### src/rtl/mem_arb_pkg.sv
// ---------------------------------------------------------------------------
// mem_arb_pkg
// Shared definitions for the unified memory port arbiter:
//   - FSM state encodings (legacy localparam constants plus a typed enum)
//   - port select encodings SEL_IF / SEL_MEM
//   - cnt_width(): width of the WAIT down-counter for a given read latency
// No ports (package).
// ---------------------------------------------------------------------------
package mem_arb_pkg;

    localparam logic [1:0] ST_IDLE  = 2'd0;
    localparam logic [1:0] ST_ISSUE = 2'd1;
    localparam logic [1:0] ST_WAIT  = 2'd2;
    localparam logic [1:0] ST_DONE  = 2'd3;

    typedef enum logic [1:0] {
        IDLE  = ST_IDLE,
        ISSUE = ST_ISSUE,
        WAIT  = ST_WAIT,
        DONE  = ST_DONE
    } arb_state_e;

    localparam logic SEL_IF  = 1'b0;
    localparam logic SEL_MEM = 1'b1;

    // The counter holds LAT-1 at most; keep at least one bit so LAT = 1
    // still elaborates a legal (if unused) register.
    function automatic int cnt_width(input int lat);
        if (lat <= 2) begin
            return 1;
        end
        return $clog2(lat);
    endfunction

endpackage : mem_arb_pkg

### src/rtl/mux_2x1.sv
// ---------------------------------------------------------------------------
// mux_2x1
// Generic two-input multiplexer.
// Ports:
//   i_sel  select, 0 = i_a, 1 = i_b
//   i_a    input 0
//   i_b    input 1
//   o_y    selected output
// ---------------------------------------------------------------------------
module mux_2x1 #(
    parameter int N = 32
) (
    input  logic         i_sel,
    input  logic [N-1:0] i_a,
    input  logic [N-1:0] i_b,
    output logic [N-1:0] o_y
);

    assign o_y = i_sel ? i_b : i_a;

endmodule : mux_2x1

### src/rtl/mem_port_arbiter.sv
// ---------------------------------------------------------------------------
// mem_port_arbiter
// Shares one single-ported instruction/data memory between the fetch (IF)
// and memory (MEM) pipeline stages. One access at a time runs through a
// fixed-latency transaction IDLE -> ISSUE -> [WAIT] -> DONE; the granted
// stage gets a one-cycle done pulse with read data passed straight through
// from the memory in DONE.
//
// Build option:
//   ARB_ROUND_ROBIN_EN  defined   : tie goes to the stage not served last
//                                   (MEM wins the first tie after reset)
//                       undefined : fixed priority, MEM beats IF on a tie
//
// Parameters: N (data width), ADDR_W (address width), LAT (read latency 1..15)
// Ports:
//   i_clk, i_rst_n                   clock, async active-low reset
//   i_if_req, i_if_addr              fetch request / address
//   o_if_done, o_if_rdata            fetch done pulse / instruction word
//   i_mem_req, i_mem_we, i_mem_addr,
//   i_mem_wdata                      data request / store flag / addr / data
//   o_mem_done, o_mem_rdata          data done pulse / load data
//   o_port_sel                       memory mux select, 0 = IF, 1 = MEM
//   o_ram_en, o_ram_we, o_ram_addr,
//   o_ram_wdata, i_ram_rdata         memory port
//   o_stall_if, o_stall_mem          pending-request stalls for hazard logic
// ---------------------------------------------------------------------------
module mem_port_arbiter #(
    parameter int N      = 32,
    parameter int ADDR_W = 32,
    parameter int LAT    = 2
) (
    input  logic              i_clk,
    input  logic              i_rst_n,
    input  logic              i_if_req,
    input  logic [ADDR_W-1:0] i_if_addr,
    output logic              o_if_done,
    output logic [N-1:0]      o_if_rdata,
    input  logic              i_mem_req,
    input  logic              i_mem_we,
    input  logic [ADDR_W-1:0] i_mem_addr,
    input  logic [N-1:0]      i_mem_wdata,
    output logic              o_mem_done,
    output logic [N-1:0]      o_mem_rdata,
    output logic              o_port_sel,
    output logic              o_ram_en,
    output logic              o_ram_we,
    output logic [ADDR_W-1:0] o_ram_addr,
    output logic [N-1:0]      o_ram_wdata,
    input  logic [N-1:0]      i_ram_rdata,
    output logic              o_stall_if,
    output logic              o_stall_mem
);

    import mem_arb_pkg::*;

    // state | meaning
    // IDLE  | no access in flight; sample requests, latch winner into port_sel
    // ISSUE | ram_en strobe for one cycle, load latency counter
    // WAIT  | count down remaining latency (skipped when LAT = 1)
    // DONE  | pulse granted done, pass ram_rdata through, return to IDLE

    localparam int              CNT_W    = cnt_width(LAT);
    localparam logic [CNT_W-1:0] CNT_LOAD = CNT_W'(LAT - 1);
    localparam logic [CNT_W-1:0] CNT_ONE  = CNT_W'(1);

    arb_state_e       r_state;
    arb_state_e       w_state_nxt;
    logic             r_port_sel;
    logic [CNT_W-1:0] r_cnt;
    logic [N-1:0]     r_if_rdata;
    logic [N-1:0]     r_mem_rdata;

    logic             w_any_req;
    logic             w_tie_sel;
    logic             w_win_sel;
    logic             w_in_done;
    logic             w_if_done;
    logic             w_mem_done;

`ifdef ARB_ROUND_ROBIN_EN
    // Last-served stage; resets to IF so MEM takes the first tie.
    logic r_last_sel;

    always_ff @(posedge i_clk or negedge i_rst_n) begin
        if (!i_rst_n) begin
            r_last_sel <= SEL_IF;
        end else if (r_state == DONE) begin
            r_last_sel <= r_port_sel;
        end
    end

    assign w_tie_sel = ~r_last_sel;
`else
    assign w_tie_sel = SEL_MEM;
`endif

    assign w_any_req = i_if_req | i_mem_req;

    always_comb begin
        w_win_sel = SEL_IF;
        if (i_if_req && i_mem_req) begin
            w_win_sel = w_tie_sel;
        end else if (i_mem_req) begin
            w_win_sel = SEL_MEM;
        end
    end

    always_comb begin
        w_state_nxt = r_state;
        unique case (r_state)
            IDLE: begin
                if (w_any_req) begin
                    w_state_nxt = ISSUE;
                end
            end
            ISSUE: begin
                w_state_nxt = (LAT > 1) ? WAIT : DONE;
            end
            WAIT: begin
                if (r_cnt == CNT_ONE) begin
                    w_state_nxt = DONE;
                end
            end
            DONE: begin
                w_state_nxt = IDLE;
            end
            default: begin
                w_state_nxt = IDLE;
            end
        endcase
    end

    always_ff @(posedge i_clk or negedge i_rst_n) begin
        if (!i_rst_n) begin
            r_state    <= IDLE;
            r_port_sel <= SEL_IF;
            r_cnt      <= '0;
        end else begin
            r_state <= w_state_nxt;
            if (r_state == IDLE && w_any_req) begin
                r_port_sel <= w_win_sel;
            end
            if (r_state == ISSUE) begin
                r_cnt <= CNT_LOAD;
            end else if (r_state == WAIT) begin
                r_cnt <= r_cnt - CNT_ONE;
            end
        end
    end

    // Hold the last delivered word per stage so the non-granted output is
    // stable rather than following unrelated memory traffic.
    always_ff @(posedge i_clk or negedge i_rst_n) begin
        if (!i_rst_n) begin
            r_if_rdata  <= '0;
            r_mem_rdata <= '0;
        end else begin
            if (w_if_done) begin
                r_if_rdata <= i_ram_rdata;
            end
            if (w_mem_done) begin
                r_mem_rdata <= i_ram_rdata;
            end
        end
    end

    assign w_in_done  = (r_state == DONE);
    assign w_if_done  = w_in_done & (r_port_sel == SEL_IF);
    assign w_mem_done = w_in_done & (r_port_sel == SEL_MEM);

    assign o_if_done   = w_if_done;
    assign o_mem_done  = w_mem_done;
    assign o_if_rdata  = w_if_done  ? i_ram_rdata : r_if_rdata;
    assign o_mem_rdata = w_mem_done ? i_ram_rdata : r_mem_rdata;

    // Decoded from the state register so an async reset drops the strobe
    // without waiting for a clock edge.
    assign o_port_sel  = r_port_sel;
    assign o_ram_en    = (r_state == ISSUE);
    assign o_ram_we    = (r_state == ISSUE) & r_port_sel & i_mem_we;
    assign o_ram_wdata = i_mem_wdata;

    mux_2x1 #(
        .N (ADDR_W)
    ) u_addr_mux (
        .i_sel (r_port_sel),
        .i_a   (i_if_addr),
        .i_b   (i_mem_addr),
        .o_y   (o_ram_addr)
    );

    assign o_stall_if  = i_if_req  & ~w_if_done;
    assign o_stall_mem = i_mem_req & ~w_mem_done;

endmodule : mem_port_arbiter

### config.mk
export PLATFORM = sky130hd
export DESIGN_NAME = mem_port_arbiter
export DESIGN_NICKNAME = d
export VERILOG_FILES = /design/src/rtl/mem_arb_pkg.sv /design/src/rtl/mux_2x1.sv /design/src/rtl/mem_port_arbiter.sv
export SDC_FILE = /design/constraint.sdc
export NUM_CORES = 1
export LEC_CHECK = 0
export ABC_CLOCK_PERIOD_IN_PS = 2200
export CORE_MARGIN = 3
export CORE_UTILIZATION = 35
export CTS_CLUSTER_SIZE = 12
export DETAILED_ROUTE_END_ITERATION = 7
export PLACE_DENSITY = 0.82
export SLEW_MARGIN = 25
export SYNTH_ARGS = -nofsm -noshare
export SYNTH_HDL_FRONTEND = slang
export SYNTH_HIERARCHICAL = 1
export SYNTH_SLANG_ARGS = --single-unit
### constraint.sdc
create_clock -name i_clk -period 2.2 [get_ports i_clk]
set_clock_uncertainty 0.15 [all_clocks]
set_input_delay 0.44 -clock i_clk [delete_from_list [all_inputs] [get_ports i_clk]]
set_output_delay 0.44 -clock i_clk [all_outputs]
set_load 0.01 [all_outputs]
After elaboration in Yosys (flattened, before gate mapping)
Cells that the tools add are included.
W data, S select, Z words.
{"block": "classes", "add_sub_neg": 1, "n_eq_ne": 5, "muxes": 10, "bitwise": 10, "n_reduce_logical": 5}
{"cell": "$mux W32", "count": 3}
{"cell": "$pmux W2 S4", "count": 1}
{"cell": "$and A1 B1 Y1", "count": 6}
{"cell": "$eq A2 B2 Y1 const B", "count": 2}
{"cell": "$mux W1", "count": 4}
{"cell": "$mux W2", "count": 2}
{"cell": "$ne A2 B2 Y1 const B", "count": 2}
{"cell": "$not A1 Y1", "count": 3}
{"cell": "$eq A2 B1 Y1 const B", "count": 1}
{"cell": "$logic_and A1 B1 Y1", "count": 2}
{"cell": "$logic_not A2 Y1", "count": 1}
{"cell": "$reduce_and A2 Y1", "count": 1}
{"cell": "$reduce_bool A2 Y1", "count": 1}
{"cell": "$or A1 B1 Y1", "count": 1}
{"cell": "$sub A1 B1 Y1 const B", "count": 1}
{"block": "totals", "reg_bits": 68, "out_inout_bits": 135, "word_cells": 36}

Longest topological paths before layout
{"block": "logic_depth", "depth_word": 4, "ltp_mapped": 5, "depth_no_buf": 5}

Modules after synthesis
The synthesis kept the hierarchy.
{"module": "mem_port_arbiter", "instances": 1, "cells_per_inst": 196, "area_per_inst_um2": 3056.7}
{"module": "mux_2x1", "instances": 1, "cells_per_inst": 36, "area_per_inst_um2": 544.3}

Least setup slack after synthesis
Ideal clock, no wire load.
{"block": "synth_path", "kind": "reg2out", "startpoint": "reg r_state[0]", "endpoint": "out o_mem_rdata[10]", "arrival_time_ps": 1340, "t_required_ps": 1610, "setup_slack_ps": 270, "path_stages_with_launch": 5, "cell_sequence": "dfrtp_1 ha_1 nand2_2 clkbuf_8 mux2_2"}
{"block": "synth_via", "elab_chain_len": 3}
{"element": "start, declared", "line_no": "mem_port_arbiter.sv:66", "rtl": "arb_state_e r_state;"}
{"element": "start signal, assigned", "line_no": "mem_port_arbiter.sv:139", "rtl": "r_state <= w_state_nxt;"}
{"element": "$eq A2 B2 Y1", "line_no": "mem_port_arbiter.sv:167", "rtl": "assign w_in_done = (r_state == DONE);"}
{"element": "$and A1 B1 Y1", "line_no": "mem_port_arbiter.sv:169", "rtl": "assign w_mem_done = w_in_done & (r_port_sel == SEL_MEM);"}
{"element": "$mux W32"}
{"element": "end, declared", "line_no": "mem_port_arbiter.sv:43", "rtl": "output logic [N-1:0] o_mem_rdata,"}
No other way between the ends.

Worst setup path after layout
{"block": "layout_path", "startpoint": "reg r_state[0]", "endpoint": "out o_mem_rdata[7]"}
The elaborated chain is that of the path after synthesis.

==> flow_metrics.py <==
metrics = {
    "status": {
        "status": "finished with violations",
        "violations": "setup timing",
    },
    "worst_hold_path": {
        "holdPathStages": 1,
        "hp-class": "flop to flop",
        "hold_end": "r_mem_rdata[30]$_DFF_PN0_",
        "hold_start": "r_mem_rdata[30]$_DFF_PN0_",
    },
    "floorplan": {
        "die_area_mm2": 0.0115,
        "die_x_um": 107,
        "die_y_um": 107,
        "io_pins": 268,
        "core_area_mm2": 0.00991,
        "floorplan.initialDensity_pct": 36.3,
        "rows": 36,
    },
    "sta": {
        "max_slew_margin_pct": 73.9,
        "finalMaxSlewViolations": 0,
        "hold_violations": 0,
        "rsz0062_at_grt": "yes",
        "finalCriticalPeriod_ns": 2.41,
        "max_freq_mhz": 414,
        "min_period_over_period_pct": 110,
        "setup_viol": 71,
        "finalWorstSetupSlack_ns": -0.215,
        "worstMarginPinSlew_ns": 0.392,
    },
    "drt": {
        "drc": 0,
        "postRouteAntennaNets": 0,
        "drt_iter0_drc": 105,
        "route.vias.total": 2777,
        "drtPass1Iterations": 7,
        "finalWirelength_um": 13000,
        "avgViaCountPerCell": 4.57,
        "wl_per_cell_um": 21.4,
    },
    "critical_path": {
        "rrSetupSlack_ns": 0.31,
        "critPathKind": "flop to output port",
        "path_common_cell": "buf_6",
        "startpoint_type": "flop",
        "worst_r2r_endpoint": "r_state[1]$_DFFE_PN0P_",
        "crit_chain": "ha_4, nand2_8, buf_12, buf_16, buf_6, mux2_4, buf_6",
        "critical_path_arrival_ns": 1.82,
        "required_ns": 1.61,
        "cp_max_fo": 5,
        "critPathSlowestCell": "dfrtp_1",
        "reg2reg_from": "r_state[1]$_DFFE_PN0P_",
        "rr_worst_depth": 7,
        "crit_path_end_kind": "output port",
        "critPathMaxStageDelay_ns": 0.40,
    },
    "yosys": {
        "postSynthAreaPerCell_um2": 15.5,
        "yosys_warnings": 6,
        "netlist_area_mm2": 0.00360,
        "synthCells": 232,
        "ys_ff_latch": 68,
        "syn-num-nets": 370,
        "ys_seq_area_share_pct": 47.3,
        "synth_cell_types": 20,
    },
    "layout": {
        "seq_area_mm2": 0.00170,
        "drive_gt1_share_pct": 58.6,
        "final_nets": 607,
        "final_cell_mix": "buf_6 (103), clkdlybuf4s50_1 (100), mux2_4 (94)",
        "multi_input_area_mm2": 0.00164,
        "area_delta_synth_final_pct": 84.5,
        "mostFrequentLayoutCell": "buf_6",
        "nFillCells": 709,
        "antenna_cells": 0,
        "final_util_pct": 67.0,
    },
    "clock_tree": {
        "path_clk_slew_ns": 0.08,
        "cts_buffers": 9,
        "cts.sinks": 68,
        "cts_root_buffer": "clkbuf_8",
        "cts_tree": "done",
        "h-tree-depth": 3,
        "cts_buffer_depth": 2,
        "clk_latency_ns": 0.34,
    },
    "global_routing": {
        "grt.total_usage_pct": 22.0,
        "met3_usage_pct": 7.44,
        "busiest_layer": "met2",
        "met2_usage_pct": 41.6,
        "grt_max_degree": 40,
        "antenna_found_initial": 0,
        "grt_pass1_wl_um": 19100,
        "grt-ovfl-total": 0,
        "grt_pass1_vias": 3246,
        "grt_use_met1_pct": 23.6,
    },
    "power_and_ir_drop": {
        "power.density_mw_per_mm2": 1560,
        "ir_drop_v": 0.000999,
        "leakage_uw": 0.00336,
    },
    "place": {
        "place_hpwl_um": 8700,
        "place_ws_ns": -0.174,
        "port_buffers": 203,
        "place_congestion": 0.784,
    },
    "flow_run": {
        "drv_cap": 0,
    },
}
[Yosys cell counts (all sizes together)]
| cell | number | area, um2 |
|---|---|---|
| nand2 | 3 | 13.8 |
| o32a | 1 | 10.0 |
| mux2 | 97 | 1310 |
| a21oi | 1 | 5.00 |
| and3 | 1 | 6.26 |
| inv | 5 | 18.8 |
| dfrtp | 68 | 1700 |
| nor3b | 1 | 7.51 |
| ha | 5 | 62.6 |
| clkbuf | 3 | 41.3 |
| buf | 40 | 378 |
| and2 | 2 | 12.5 |
| nand2b | 1 | 13.8 |
| a22o | 1 | 8.76 |
| nor2 | 3 | 11.3 |
[state kept, by name, indices dropped and copies added (netlist names)]
name,count
r_cnt,1
r_mem_rdata,32
r_if_rdata,32
o_port_sel,1
r_state,2
[layout make-up]
| cell class | instances | area share, % |
|---|---|---|
| Clock buffer | 10 | 1.92 |
| Clock inverter | 6 | 1.68 |
| Inverter | 5 | 0.320 |
| Multi-Input combinational cell | 116 | 24.7 |
| Sequential cell | 68 | 25.6 |
| Tap cell | 133 | 2.51 |
| Timing Repair Buffer | 269 | 43.2 |
[worst max-delay path by stage]
stage | endpoint | from | slack (ns)
after global routing | o_mem_rdata[7] | r_state[0]$_DFFE_PN0P_ | -0.28
after detailed placement | o_if_rdata[31] | r_state[0]$_DFFE_PN0P_ | -0.17
after floorplan | o_mem_rdata[10] | r_state[0]$_DFFE_PN0P_ | 0.27
final | o_mem_rdata[7] | r_state[0]$_DFFE_PN0P_ | -0.21
after CTS | o_if_rdata[9] | r_state[1]$_DFFE_PN0P_ | -0.25
after global placement | o_mem_rdata[12] | r_state[0]$_DFFE_PN0P_ | -0.15
[metal layers]
layer,routed length [um],share of wire [%]
met5,0,0
met4,170,1.3
met2,7140,55
met1,4520,35
met3,1170,9.0
[cells by family (layout without fill, tap and decap cells)]
group / Yosys count / after routing / share of synthesized area, %
AO/OA/AOI/OAI: 3 / 3 / 0.660
adder cells (fa/ha/maj): 5 / 5 / 1.74
buffers and inverters: 48 / 290 / 12.2
flip-flops: 68 / 68 / 47.3
multiplexers: 97 / 97 / 36.4
AND/OR/NAND/NOR: 11 / 11 / 1.81
[per-stage QoR]
step / TNS (ns) / hold slack [ns] / total power, uW / instances / cell area (um2)
4_1_cts: -12.02 / 0.347 / 10100 / 596 / 6500
3_5_place_dp: -9.60 / 0.230 / 7470 / 545 / 5590
3_3_place_gp: -8.31 / 0.226 / 7380 / 545 / 5590
5_1_grt: -13.60 / 0.364 / 10900 / 607 / 6640
2_1_floorplan: 0 / -0.00559 / 4960 / 232 / 3600
6_report: -8.28 / 0.354 / 10400 / 607 / 6640
[repair_timing]
item | 4_1_cts | 5_1_grt
hold buffers | 1 | 0
setup buffers | 30 | 18
hold endpoints to repair | 14 | 0
gates resized for setup | 506 | 58
pin swaps | 3 | 2
cloned | 5 | 0
setup endpoints to repair | 102 | 98
[where the power goes]
| part | internal [uW] | switching [uW] | total, uW |
|---|---|---|---|
| logic | 4370 | 2580 | 6960 |
| clock network | 756 | 494 | 1250 |
| registers | 1900 | 254 | 2160 |
[worst max-delay path, delay by kind of cell (launching register included)]
kind / cells / cell delay, ns
buffers and inverters: 4 / 0.51
DFF: 1 / 0.40
and+or+nand+nor: 1 / 0.07
adders and majority gates: 1 / 0.20
muxes: 1 / 0.31
Note: power is estimated with default switching activity, not from simulation.
